**config.mk**
```make
export PLATFORM = sky130hd
export DESIGN_NAME = tx_frame_sched
export DESIGN_NICKNAME = d
export VERILOG_FILES = /design/src/rtl/tx_frame_sched.sv
export SDC_FILE = /design/constraint.sdc
export NUM_CORES = 1
export LEC_CHECK = 0
export ABC_AREA = 1
export CAP_MARGIN = 10
export CORE_ASPECT_RATIO = 2
export CORE_MARGIN = 2
export CORE_UTILIZATION = 45
export DETAILED_ROUTE_END_ITERATION = 6
export MAX_ROUTING_LAYER = met4
export PLACE_DENSITY = 0.77
export SETUP_SLACK_MARGIN = 0.2
export SYNTH_ARGS = -nofsm -noshare
export SYNTH_HDL_FRONTEND = slang
export SYNTH_SLANG_ARGS = --single-unit
```
**constraint.sdc**
```tcl
create_clock -name clk -period 2.23 [get_ports clk]
set_clock_uncertainty 0.2 [all_clocks]
set_input_delay 0.5575 -clock clk [delete_from_list [all_inputs] [get_ports clk]]
set_output_delay 0.5575 -clock clk [all_outputs]
set_load 0.02 [all_outputs]
```
**src/rtl/tx_frame_sched.sv**
```systemverilog
// tx_frame_sched: round-robin grant of NCH 12-bit sample sources onto one hex-report UART,
// generating the baud enable and gating it only on whole-frame boundaries.
module tx_frame_sched #(
    parameter int NCH         = 4,
    parameter int DIV         = 434,
    parameter int CHAR_BITS   = 10,
    parameter int FRAME_CHARS = 8
) (
    input  logic              clk,
    input  logic              rst_n,
    input  logic              enable,
    input  logic [NCH-1:0]    req,
    input  logic [12*NCH-1:0] ch_data,
    output logic [NCH-1:0]    ack,
    output logic [11:0]       tx_data,
    output logic              tx_enx,
    output logic              busy,
    output logic [$clog2(NCH)-1:0] cur_ch,
    output logic              frame_done
);
    localparam int CW          = $clog2(NCH);
    localparam int FRAME_TICKS = CHAR_BITS * FRAME_CHARS;
    localparam int BW          = $clog2(DIV);
    localparam int TW          = $clog2(FRAME_TICKS);

    typedef enum logic {IDLE, SEND} state_t;

    state_t         state_q, state_d;
    logic [BW-1:0]  baud_q, baud_d;
    logic [TW-1:0]  tick_q, tick_d;
    logic [CW-1:0]  rr_q, rr_d, ch_q, ch_d, sel;
    logic [11:0]    data_q, data_d;
    logic [NCH-1:0] ack_q, ack_d;
    logic           busy_q, busy_d, done_q, done_d, grant, last_tick;
    logic [CW:0]    j;

    // Walk downward so the last hit is the nearest set req at or after rr_q.
    always_comb begin
        sel = rr_q;
        j   = '0;
        for (int i = NCH-1; i >= 0; i--) begin
            j = {1'b0, rr_q} + (CW+1)'(i);
            j = (j >= (CW+1)'(NCH)) ? j - (CW+1)'(NCH) : j;
            if (req[j[CW-1:0]]) sel = j[CW-1:0];
        end
    end

    assign grant     = (state_q == IDLE) && enable && |req;
    assign tx_enx    = (state_q == SEND) && (baud_q == BW'(DIV-1));
    assign last_tick = tx_enx && (tick_q == TW'(FRAME_TICKS-1));

    always_comb begin
        state_d = state_q;
        baud_d  = baud_q;
        tick_d  = tick_q;
        rr_d    = rr_q;
        ch_d    = ch_q;
        data_d  = data_q;
        busy_d  = busy_q;
        ack_d   = '0;
        done_d  = 1'b0;
        if (grant) begin
            state_d = SEND;
            baud_d  = '0;
            tick_d  = '0;
            ch_d    = sel;
            data_d  = ch_data[12*int'(sel) +: 12];
            rr_d    = (sel == CW'(NCH-1)) ? '0 : sel + 1'b1;
            ack_d   = NCH'(1) << sel;
            busy_d  = 1'b1;
        end else if (state_q == SEND) begin
            baud_d  = tx_enx ? '0 : baud_q + 1'b1;
            tick_d  = last_tick ? '0 : (tx_enx ? tick_q + 1'b1 : tick_q);
            state_d = last_tick ? IDLE : SEND;
            busy_d  = !last_tick;
            done_d  = last_tick;
        end
    end

    always_ff @(posedge clk) begin
        if (!rst_n) begin
            state_q <= IDLE;
            baud_q  <= '0;
            tick_q  <= '0;
            rr_q    <= '0;
            ch_q    <= '0;
            data_q  <= '0;
            busy_q  <= 1'b0;
            ack_q   <= '0;
            done_q  <= 1'b0;
        end else begin
            state_q <= state_d;
            baud_q  <= baud_d;
            tick_q  <= tick_d;
            rr_q    <= rr_d;
            ch_q    <= ch_d;
            data_q  <= data_d;
            busy_q  <= busy_d;
            ack_q   <= ack_d;
            done_q  <= done_d;
        end
    end

    assign ack        = ack_q;
    assign tx_data    = data_q;
    assign busy       = busy_q;
    assign cur_ch     = ch_q;
    assign frame_done = done_q;
endmodule

```
==> results.sh <==
export IMPL_antenna_found_initial=0
export IMPL_hold_depth=2
export IMPL_clk_pin_slew_worst_paths_ns=0.08
export IMPL_finalWorstSetupSlack_ns=0.140
export IMPL_drv_cap=0
export IMPL_die_w_um=52.7
export IMPL_yosys_warnings=0
export IMPL_reg2regPathDepth=13
export IMPL_drive_above_1_share_pct=20.8
export IMPL_drt_iter0_drc=51
export IMPL_cp_buffers_inverters=2
export IMPL_rsz0062_at_grt="yes"
export IMPL_grt_pass1_wl_mm=10.3
export IMPL_fillerInstances=340
export IMPL_netlist_area_um2=2130
export IMPL_syn_inst=334
export IMPL_required_ns=1.47
export IMPL_seq_area_frac_synth_pct=36.6
export IMPL_firstDrtPassIters=4
export IMPL_start_kind="flip-flop"
export IMPL_p_per_area_nw_per_um2=1210
export IMPL_dieArea_um2=5330
export IMPL_path_cells="inv_2 > ha_4 > nand3_4 > nor4_4 > buf_4"
export IMPL_regToRegSetupSlack_ns=0.23
export IMPL_cts_tree="built"
export IMPL_fp_coreArea_um2=4600
export IMPL_synthToLayoutAreaGrowth_pct=67.4
export IMPL_drc_errors=0
export IMPL_finalWeightedCongestion=0.829
export IMPL_status="finished clean"
export IMPL_num_vias=2588
export IMPL_drtAntennaViolNets=0
export IMPL_place_ws_ns=-0.395
export IMPL_critPathArrivalTime_ns=1.33
export IMPL_peakVddDrop_mv=0.978
export IMPL_synthArstFlopShare_pct=0
export IMPL_synth_nets=393
export IMPL_finalCritPeriodShare_pct=93.7
export IMPL_p_leak_nw=1.80
export IMPL_cp_num_cells=5
export IMPL_r2r_end="tx_data[7]"
export IMPL_end_kind="output port"
export IMPL_grt_max_degree=25
export IMPL_final_core_util_pct=77.6
export IMPL_synth_top_area_share_pct=36.6
export IMPL_tightest_slew_ns=0.328
export IMPL_hp_class="flip-flop to flip-flop"
export IMPL_synth_area_leader_cell="dfxtp_1"
export IMPL_diodes=0
export IMPL_max_freq_mhz=479
export IMPL_gr_usage_met1_pct=24.0
export IMPL_syn_area_per_cell_um2=6.38
export IMPL_cts_buffer_depth=2
export IMPL_whs_endpoint="cur_ch[0]"
export IMPL_post_drt_wl_per_cell_um=14.2
export IMPL_yosys_register_bits=39
export IMPL_cts_root_buffer="clkbuf_8"
export IMPL_cp_top_family="flip-flops"
export IMPL_holdBufCountCts=0
export IMPL_ys_flop_type="dfxtp_1"
export IMPL_synth_edf_count=0
export IMPL_hold_viol=0
export IMPL_drv_slew=0
export IMPL_met2_usage_pct=51.9
export IMPL_initial_core_util_pct=46.3
export IMPL_fin_crit_ns=2.09
export IMPL_ios=76
export IMPL_grt_ovfl_total=0
export IMPL_finish_net_count=501
export IMPL_grt_use_total_pct=26.2
export IMPL_clock_sinks=39
export IMPL_hold_start="cur_ch[0]"
export IMPL_slew_headroom_pct=78.0
export IMPL_dp_hpwl_mm=4.84
export IMPL_synthTopCellsByArea="dfxtp_1 37%, nand2_1 23%, nand3_1 12%"
export IMPL_r2r_start="rr_q[1]"
export IMPL_multiInputGateArea_um2=1300
export IMPL_crit_path_max_incr_delay_ns=0.33
export IMPL_rows=35
export IMPL_htreeDepth=2
export IMPL_clkLatencyLatePin_ns=0.29
export IMPL_port_buffers=75
export IMPL_cts_buffers=5
export IMPL_worst_path_max_fanout=2
export IMPL_critPathSlowestCell="dfxtp_2"
export IMPL_grt_pass1_vias=2421
export IMPL_regArea_um2=788
export IMPL_crit_type="flip-flop to output port"
export IMPL_setup_viol=0
export IMPL_viasPerCell=5.20
export IMPL_grt_util_met3_pct=3.39
export IMPL_wirelength_mm=7.09
export IMPL_die_y_um=101
export IMPL_grt_busiest_layer="met2"
export IMPL_ys_types=27
==> synth_stat cells, types with 2 or more instances <==
cell type / n
o21ai_0: 6
xor2_1: 3
a211oi_1: 2
nand2_2: 3
a21oi_1: 5
o31ai_1: 2
buf_4: 2
buf_6: 2
buf_2: 7
inv_2: 3
inv_1: 27
nand4_1: 4
nor2_1: 26
nor3_1: 7
dfxtp_1: 39
nand2_1: 132
nand3_1: 49
nor3b_1: 3
ha_1: 4
==> what timing repair did <==
| item | 4_1_cts | 5_1_grt |
|---|---|---|
| resized for setup | 30 | 47 |
| pin swaps | 5 | 13 |
| setup buffers | 5 | 1 |
| endpoints found under the setup margin | 40 | 42 |
| gates cloned | 1 | 3 |
| hold endpoints to repair | 0 | 0 |
==> registers in the layout, summed over array words and instances (netlist names) <==
| signal | cells |
|---|---|
| rr_q | 2 |
| state_q | 1 |
| frame_done | 1 |
| cur_ch | 2 |
| busy | 1 |
| tick_q | 7 |
| tx_data | 12 |
| baud_q | 9 |
| ack | 4 |
==> report_power, final <==
part,switching [mW],internal (mW)
Clock,0.256,0.333
Combinational,1.47,1.30
Sequential,0.110,0.848
Total,1.84,2.48
==> worst max-delay path by stage <==
| stage | to | start | slack [ns] |
|---|---|---|---|
| global placement | tx_data[0] | req[1] | -0.35 |
| finish | tx_enx | baud_q[1] | 0.14 |
| detailed placement | tx_data[7] | req[1] | -0.39 |
| CTS | tx_enx | baud_q[1] | 0.05 |
| floorplan | rr_q[1] | req[1] | 0.18 |
| global route | tx_enx | baud_q[1] | 0.08 |
==> logic make-up after synthesis <==
kind of cell	count (synthesis)	share of synthesized area [%]
buf+inv	42	8.87
compound gates	18	5.17
xor+xnor	3	1.23
fa+ha+maj	4	2.35
simple gates	228	45.7
flops	39	36.6
==> worst reg2reg max path: cells and delay by family, from the launching register on <==
family | cells | cell delay [ns]
and+or+nand+nor | 10 | 1.00
DFF | 1 | 0.43
buffers and inverters | 3 | 0.32
==> cell type report <==
| cell class | count | area share [%] |
|---|---|---|
| multi-input combinational | 253 | 36.4 |
| inverter | 30 | 3.65 |
| sequential | 39 | 22.1 |
| tap | 55 | 1.93 |
| timing repair buffer | 113 | 32.8 |
| clock buffer | 5 | 1.93 |
| clock inverter | 3 | 1.23 |
==> through the flow <==
step	TNS [ns]	total power [mW]	hold slack [ns]	instances	instance area [um2]
CTS	0	3.88	0.259	494	3390
detailed placement	-10.77	3.09	0.244	480	3160
finish	0	4.31	0.258	498	3570
floorplan	0	2.34	0.243	334	2180
global route	0	4.59	0.278	498	3570
global placement	-9.37	3.04	0.244	480	3160
==> cell usage in the layout, fill, tap and decap left out, drive strengths merged <==
cell           instances
clkdlybuf4s15          2
o21a                   1
inv                   30
nor3                   7
clkdlybuf4s50         55
bufinv                 1
or2                    1
nor3b                  3
a21oi                  5
a211oi                 2
o21ai                  7
clkbuf                 8
nand3                 50
o31ai                  3
clkinv                 2
nor2                  27
dfxtp                 39
nand4                  4
dlygate4sd2            2
xor2                   3
buf                   38
nor4                   1
nand2                135
ha                     4
dlymetal6s2s          13
==> per-layer routing <==
metal | up-vias | routed length [um] | part of all wire (%)
met2 | 94 | 4300 | 61
met3 | 20 | 229 | 3.2
met1 | 1188 | 2310 | 33
met5 | - | 0 | 0
met4 | 0 | 257 | 3.6
li1 | 1286 | - | -
(Power assumes the default switching activity.)
